### src/rtl/traffic_pkg.sv
// Shared types and sizing helpers for the multi-approach traffic-light controller.
package traffic_pkg;

  typedef enum logic [1:0] {
    GREEN   = 2'd0,
    YELLOW  = 2'd1,
    ALL_RED = 2'd2,
    FLASH   = 2'd3
  } tl_state_e;

  // Width needed to hold (longest duration - 1); never narrower than one bit.
  function automatic int timer_width(input int g, input int y, input int a);
    int m;
    m = g;
    if (y > m) m = y;
    if (a > m) m = a;
    return (m > 1) ? $clog2(m) : 1;
  endfunction

endpackage

### src/rtl/tl_dir_select.sv
// Round-robin search for the next approach to serve, starting after the current one.
module tl_dir_select #(
  parameter int N_DIR = 4,
  localparam int PW = (N_DIR > 1) ? $clog2(N_DIR) : 1
) (
  input  logic [N_DIR-1:0] req,
  input  logic [PW-1:0]    phase,
  output logic [PW-1:0]    next_phase
);

  int  idx;
  logic found;

  // With no demand this falls back to plain rotation; the current approach is tried last.
  always_comb begin
    next_phase = PW'((int'(phase) + 1) % N_DIR);
    found      = 1'b0;
    idx        = 0;
    for (int k = 1; k <= N_DIR; k++) begin
      idx = (int'(phase) + k) % N_DIR;
      if (!found && req[PW'(idx)]) begin
        next_phase = PW'(idx);
        found      = 1'b1;
      end
    end
  end

endmodule

### src/rtl/traffic_light_multi.sv
// N-approach round-robin traffic-light controller with demand skipping, green rest
// and flashing-yellow maintenance mode; lamps decode directly from registered state.
module traffic_light_multi
  import traffic_pkg::*;
#(
  parameter int N_DIR         = 4,
  parameter int TICK_DIV      = 1000,
  parameter int GREEN_TICKS   = 20,
  parameter int YELLOW_TICKS  = 3,
  parameter int ALL_RED_TICKS = 1
) (
  input  logic                     clk,
  input  logic                     rst,
  input  logic [N_DIR-1:0]         req,
  input  logic                     flash,
  output logic [N_DIR-1:0]         red,
  output logic [N_DIR-1:0]         yellow,
  output logic [N_DIR-1:0]         green,
  output logic [$clog2(N_DIR)-1:0] phase,
  output logic [1:0]               state
);

  localparam int PW = (N_DIR > 1) ? $clog2(N_DIR) : 1;
  localparam int TW = timer_width(GREEN_TICKS, YELLOW_TICKS, ALL_RED_TICKS);
  localparam int CW = (TICK_DIV > 1) ? $clog2(TICK_DIV) : 1;

  tl_state_e      state_q, state_n;
  logic [PW-1:0]  phase_q, phase_n;
  logic [TW-1:0]  timer_q, timer_n;
  logic [CW-1:0]  presc_q, presc_n;
  logic           flash_ph_q, flash_ph_n;
  logic           tick;
  logic [N_DIR-1:0] oh;
  logic [PW-1:0]  next_phase;

  assign tick = (presc_q == CW'(TICK_DIV - 1));
  assign oh   = {{(N_DIR-1){1'b0}}, 1'b1} << phase_q;

  tl_dir_select #(.N_DIR(N_DIR)) u_dir_select (
    .req        (req),
    .phase      (phase_q),
    .next_phase (next_phase)
  );

  always_ff @(posedge clk) begin
    if (rst) begin
      state_q    <= ALL_RED;
      phase_q    <= PW'(N_DIR - 1);
      timer_q    <= TW'(ALL_RED_TICKS - 1);
      presc_q    <= '0;
      flash_ph_q <= 1'b0;
    end else begin
      state_q    <= state_n;
      phase_q    <= phase_n;
      timer_q    <= timer_n;
      presc_q    <= presc_n;
      flash_ph_q <= flash_ph_n;
    end
  end

  always_comb begin
    state_n    = state_q;
    phase_n    = phase_q;
    timer_n    = timer_q;
    flash_ph_n = flash_ph_q;
    // Maintenance entry wins over any tick-driven transition in the same cycle.
    if (state_q != FLASH && flash) begin
      state_n    = FLASH;
      flash_ph_n = 1'b1;
    end else if (state_q == FLASH) begin
      if (!flash) begin
        state_n = ALL_RED;
        timer_n = TW'(ALL_RED_TICKS - 1);
      end else if (tick) begin
        flash_ph_n = ~flash_ph_q;
      end
    end else if (tick) begin
      if (timer_q != '0) begin
        timer_n = timer_q - TW'(1);
      end else begin
        case (state_q)
          GREEN: begin
            // Rest in green while the active approach is the only one asking.
            if (req == '0 || (req & ~oh) != '0) begin
              state_n = YELLOW;
              timer_n = TW'(YELLOW_TICKS - 1);
            end
          end
          YELLOW: begin
            state_n = ALL_RED;
            timer_n = TW'(ALL_RED_TICKS - 1);
          end
          ALL_RED: begin
            state_n = GREEN;
            phase_n = next_phase;
            timer_n = TW'(GREEN_TICKS - 1);
          end
          default: ;
        endcase
      end
    end
    presc_n = (state_n != state_q || tick) ? '0 : presc_q + CW'(1);
  end

  always_comb begin
    red    = '0;
    yellow = '0;
    green  = '0;
    case (state_q)
      GREEN: begin
        green = oh;
        red   = ~oh;
      end
      YELLOW: begin
        yellow = oh;
        red    = ~oh;
      end
      ALL_RED: red = '1;
      FLASH:   yellow = {N_DIR{flash_ph_q}};
      default: ;
    endcase
  end

  assign phase = phase_q;
  assign state = state_q;

endmodule
### config.mk
export PLATFORM = sky130hd
export DESIGN_NAME = traffic_light_multi
export DESIGN_NICKNAME = d
export VERILOG_FILES = /design/src/rtl/traffic_pkg.sv /design/src/rtl/tl_dir_select.sv /design/src/rtl/traffic_light_multi.sv
export SDC_FILE = /design/constraint.sdc
export NUM_CORES = 1
export LEC_CHECK = 0
export CORE_UTILIZATION = 56
export DETAILED_ROUTE_END_ITERATION = 10
export HOLD_SLACK_MARGIN = 0.08
export MAX_ROUTING_LAYER = met4
export PLACE_DENSITY = 0.84
export SLEW_MARGIN = 10
export SYNTH_ARGS = -nofsm -noshare
export SYNTH_HDL_FRONTEND = slang
export SYNTH_SLANG_ARGS = --single-unit
### constraint.sdc
create_clock -name clk -period 6.1 [get_ports clk]
set_input_delay 0.61 -clock clk [delete_from_list [all_inputs] [get_ports clk]]
set_output_delay 0.61 -clock clk [all_outputs]
set_load 0.005 [all_outputs]
== Word-level counts from Yosys, hierarchy flattened ==
Cells that the tools add are included.
Storage, ports and cells
  bits in registers: 20
  word-level logic and storage cells: 91
  input port bits: 7
Cells by class
  eq/ne operators: 8
  multiplexer cells: 38
  order comparisons: 4
  shift-type cells: 1
  bitwise operators: 6
  reductions and logical operators: 23
  add/sub/neg operators: 6
Operator list (number)
  $mux W5: 5
  $mux W2: 9
  $lt A2 B4 Y1 const B: 4
  $pmux W4 S2: 2
  $mux W1: 15
  $pmux W5 S3: 1
  $add A10 B1 Y10 const B: 1
  $eq A10 B10 Y1 const B: 1
  $reduce_and A5 Y1: 2
  $reduce_bool A5 Y1: 2
  $bmux W1 S2: 4
  $reduce_bool A2 Y1: 4
  $pmux W2 S3: 1
  $sub A5 B1 Y5 const B: 1
  $add A2 B1 Y2 const B: 2
  $add A2 B2 Y2 const B: 2
  $and A4 B4 Y4: 1
  $eq A2 B2 Y1 const B: 2
  $logic_and A1 B1 Y1: 4
  $logic_not A4 Y1: 1
  $mux W4: 1
  $ne A2 B2 Y1 const B: 2
  $ne A4 B4 Y1 const B: 1
  $not A1 Y1: 4
  other kinds (10): 14

== Logic depth before layout (Yosys ltp) ==
  depth after elaboration: 14
  mapped depth: 8

== Cells and area by module ==
From an unflattened synthesis, not the netlist that was laid out.
Second synthesis, totals
  cell total of the unflattened synthesis: 166
  area total of the unflattened synthesis: 1285.0 um2
Modules (own cells, without submodules)
  traffic_light_multi: cells each 149, area an instance 1179.9 um2, sequential area each 400.4 um2, times used 1
  tl_dir_select: cells each 17, area an instance 105.1 um2, sequential area each 0.0 um2, times used 1

== Least setup slack after synthesis ==
OpenSTA, ideal clock, no wires.
  path type: reg2reg
  from: register phase_q[0] (netlist: phase[0])
  to: register timer_q[4]
  data arrival time: 2.043 ns
  period minus slack after synthesis: 2.193 ns
  data required time: 5.950 ns
  path slack: 3.907 ns
  stages on the path, launching flop included: 9
  cell sequence: dfxtp_1 > clkbuf_1 > inv_1 > ha_1 > nand2b_1 > o2111ai_1 > nor3_1 > a211oi_1 > a311oi_1
Between the ends
  word-level cells in the longest chain between the ends: 7
Ends and longest elaborated chain
  start, declared: line traffic_light_multi.sv:28  | logic [PW-1:0] phase_q, phase_n;
  start signal, assigned: line traffic_light_multi.sv:48  | phase_q <= PW'(N_DIR - 1);
  start signal, assigned: line traffic_light_multi.sv:54  | phase_q <= phase_n;
  $shl A1 B2 Y4: line traffic_light_multi.sv:37  | assign oh = {{(N_DIR-1){1'b0}}, 1'b1} << phase_q;
  $not A4 Y4: line traffic_light_multi.sv:84  | if (req == '0 || (req & ~oh) != '0) begin
  $and A4 B4 Y4: line traffic_light_multi.sv:84
  $reduce_bool A4 Y1: line traffic_light_multi.sv:84
  $logic_or A1 B1 Y1: line traffic_light_multi.sv:84
  $ne A4 B4 Y1 (no line)
  $reduce_and A5 Y1 (no line)
  end signal, assigned: line traffic_light_multi.sv:49  | timer_q <= TW'(ALL_RED_TICKS - 1);
  end signal, assigned: line traffic_light_multi.sv:55  | timer_q <= timer_n;
  end, declared: line traffic_light_multi.sv:29  | logic [TW-1:0] timer_q, timer_n;
Every way passes these cells.
A chain may end at the register's enable or synchronous reset.

== Worst setup path in the final report ==
  from: register phase_q[0] (netlist: phase[0])
  to: output red[2]
Between the ends
  word-level cells in the longest chain between the ends: 3
Ends and longest elaborated chain
  $shl A1 B2 Y4: line traffic_light_multi.sv:37
  $not A4 Y4: line traffic_light_multi.sv:112, traffic_light_multi.sv:116
  $pmux W4 S2: line traffic_light_multi.sv:109  | case (state_q)
  end, declared: line traffic_light_multi.sv:16  | output logic [N_DIR-1:0] red,
Every way passes these cells.

==> Flow_metrics.wiki <==
{| class="wikitable"
! Metric !! Value
|-
| Top Ports || 23
|-
| Sort of element at the start of the critical path || flip-flop
|-
| Clock buffers created by TritonCTS || 3
|-
| Number of nets in the finished design || 204
|-
| Max transition margin || 0.5139
|-
| Core region area || 0.002233 mm2
|-
| Post-CTS repair timing setup buffer count || 0
|-
| Number of failing setup endpoints in the final timing report || 0
|-
| Wire length of the first global-routing pass || 4926 um
|-
| HPWL after detailed placement || 2277 um
|-
| Cell types occupying the most area after synthesis || dfxtp_1 30%, nor2_1 6.7%, ha_1 5.6%
|-
| Synth Area per Inst || 7.822 um2
|-
| Initial DRC Count || 37
|-
| Routed wire length || 3016 um
|-
| Chip Width || 50.87 um
|-
| Antenna violations before repair || 0
|-
| Final GP Congestion || 0.8701
|-
| Unique masters post-synth || 38
|-
| Peak clock frequency supported by timing || 370.3 MHz
|-
| Initial Utilization || 0.5989
|-
| Most common cell after layout, fill and taps aside || nor2_1
|-
| Residual overflow from global routing || 0
|-
| H-tree depth || 1
|-
| Total count of hold-check failures in the final report || 0
|-
| Post-Layout Inst Area || 0.001589 mm2
|-
| Root buf cell || clkbuf_4
|-
| Post-detailed-route DRC marker count || 0
|-
| Crit share post-route || 0.4427
|-
| Final slew viol count || 0
|-
| Number of non-filler instances in the completed layout || 217
|-
| RSZ-0062 raised after global routing || no
|-
| Crit path kind || reg -> out
|-
| Synthesized instance count || 171
|-
| Highest net fanout along the worst path || 12
|-
| Number of nets in the synthesized netlist || 184
|-
| Outcome || finished clean
|-
| Total of max-cap violations || 0
|-
| Setup TNS || 0 ps
|-
| Remaining antenna violation count || 0
|-
| Std-Cell Rows || 17
|-
| Total GRT Usage || 0.2619
|-
| Async set or reset register ratio after synthesis || 0
|-
| Pin count of the biggest net entering global routing || 14
|-
| Actual transition at the worst max-transition pin || 718.9 ps
|-
| Die H || 50.87 um
|-
| Placement-stage cell area || 0.001567 mm2
|-
| Warnings, synthesis || 0
|-
| Classification of the worst-slack hold path || reg -> reg
|-
| Die area || 0.002588 mm2
|-
| Clock Path Buffers || 2
|-
| Final period demand of the worst path || 2701 ps
|-
| Post-synthesis cell area || 0.001338 mm2
|-
| Number of global-route vias before repair || 1122
|-
| Per-cell routed wire length || 13.90 um
|-
| Data arrival time at the worst-slack endpoint || 2090 ps
|-
| Commonest cells after routing, fill and taps aside || 24 x nor2_1, 22 x clkdlybuf4s50_1, 20 x dfxtp_1, 16 x nand2_1, 11 x a21oi_1
|-
| Count of flip-flops with a built-in enable after synthesis || 0
|-
| Final core utilization || 0.7115
|-
| CTS tree || yes
|-
| Cts-stage hold buffer count || 0
|-
| Number of antenna cells inserted || 0
|-
| Resize count post-CTS || 0
|-
| Port bufs || 22
|-
| Number of register bits inferred by synthesis || 20
|-
| Final Total Pwr || 0.0002337 W
|-
| CTS clock-pin slew for the worst setup and hold paths || 90 ps
|-
| Fraction of layout cells with a size suffix above 1 || 0.05291
|-
| Clock Sinks || 20
|-
| Clock latency reported for the late side of the worst-skew pair || 300 ps
|-
| Nature of the critical path endpoint || primary output
|-
| Areal power density over the cells || 147.1 mW/mm2
|-
| Required time of the critical path || 5490 ps
|-
| Peak VDD IR || 0.0001651 V
|-
| Initial DRT Pass Iterations || 4
|-
| # fillers || 190
|-
| Top-area cell type share of the netlist area || 0.2993
|-
| Number of placed cells counting well taps || 214
|-
| Synthesis-to-finish area growth || 18.80%
|-
| Most used flip-flop cell after synthesis || dfxtp_1
|-
| Area leader, netlist || dfxtp_1
|-
| Total number of vias || 1326
|-
| Vias per cell || 6.111
|-
| Sequential share of the synthesized area || 0.2993
|-
| Max Clock Skew || 11.03 ps
|-
| Lkg Pwr || 0.6127 nW
|}
==> worst paths after layout <==
kind / startpoint / slack, ps / endpoint / cells past startpoint
worst min register to register: presc_q[0] / 440 / presc_q[0] / 1
worst min-delay path: presc_q[0] / 440 / presc_q[0] / 1
worst max register to register: phase[0] / 3730 / timer_q[4] / 7
worst max-delay path: phase[0] / 3400 / red[2] / 4
==> cells in the mapped netlist, types with 5 or more instances <==
library cell and instances:
nor2_1 24, dfxtp_1 20, nand2_1 16, a21oi_1 11, inv_1 10, clkbuf_1 7
xor2_1 7, ha_1 6, nand3_1 6, nor3_1 6, and2_1 5, mux2i_1 5
nand4_1 5, o21ai_0 5
==> layout make-up <==
| type | count | area [um2] | area share |
|---|---|---|---|
| clock buffer | 3 | 22.52 | 0.01417 |
| tap | 28 | 35.03 | 0.02205 |
| inverter | 10 | 37.54 | 0.02362 |
| timing repair buffer | 22 | 220.2 | 0.1386 |
| sequential | 20 | 400.4 | 0.2520 |
| multi-input combinational | 134 | 873.3 | 0.5496 |
==> metal layers <==
layer,share of wire,wire [um],global-route usage,vias to the layer above
met2,0.47,1414,0.3978,36
met5,0,0,-,-
met1,0.48,1447,0.3520,637
met4,0.0066,20,0.06481,0
met3,0.045,135,0.06250,4
li1,-,-,-,649
==> per-stage QoR <==
| step | hold slack (ps) | worst slack [ps] |
|---|---|---|
| floorplan | 413.0 | 3907 |
| global placement | 422.8 | 3535 |
| detailed placement | 431.4 | 3451 |
| CTS | 448.8 | 3374 |
| global route | 470.3 | 3254 |
| finish | 444.4 | 3399 |
==> power breakdown <==
part,leakage (nW),switching (W),internal (W)
Combinational,0.437,0.0000203,0.0000174
Sequential,0.162,0.00000245,0.000133
Clock,0.0138,0.0000375,0.0000230
Total,0.613,0.0000603,0.000173
==> cell families (layout without fill, tap and decap cells) <==
kind of cell	count (synthesis)	count (layout)	share of synthesized area
buffers and inverters	17	35	0.04771
AO/OA/AOI/OAI	33	33	0.1618
adder cells (fa/ha/maj)	6	6	0.05613
flip-flops	20	20	0.2993
AND/OR/NAND/NOR	78	78	0.2966
multiplexers	8	8	0.07951
XOR/XNOR	9	9	0.05894
==> state kept, by name (all words and copies together) (netlist names) <==
name and count:
presc_q 10, state 2, timer_q 5, phase 2, flash_ph_q 1
==> worst max-delay path, cell delays in order, from the launching register on <==
cell and delay [ps]:
dfxtp_1 630, inv_1 190, ha_1 290, a21oi_1 160, clkdlybuf4s50_1 520
No activity file was read; power rests on OpenSTA's default activity.
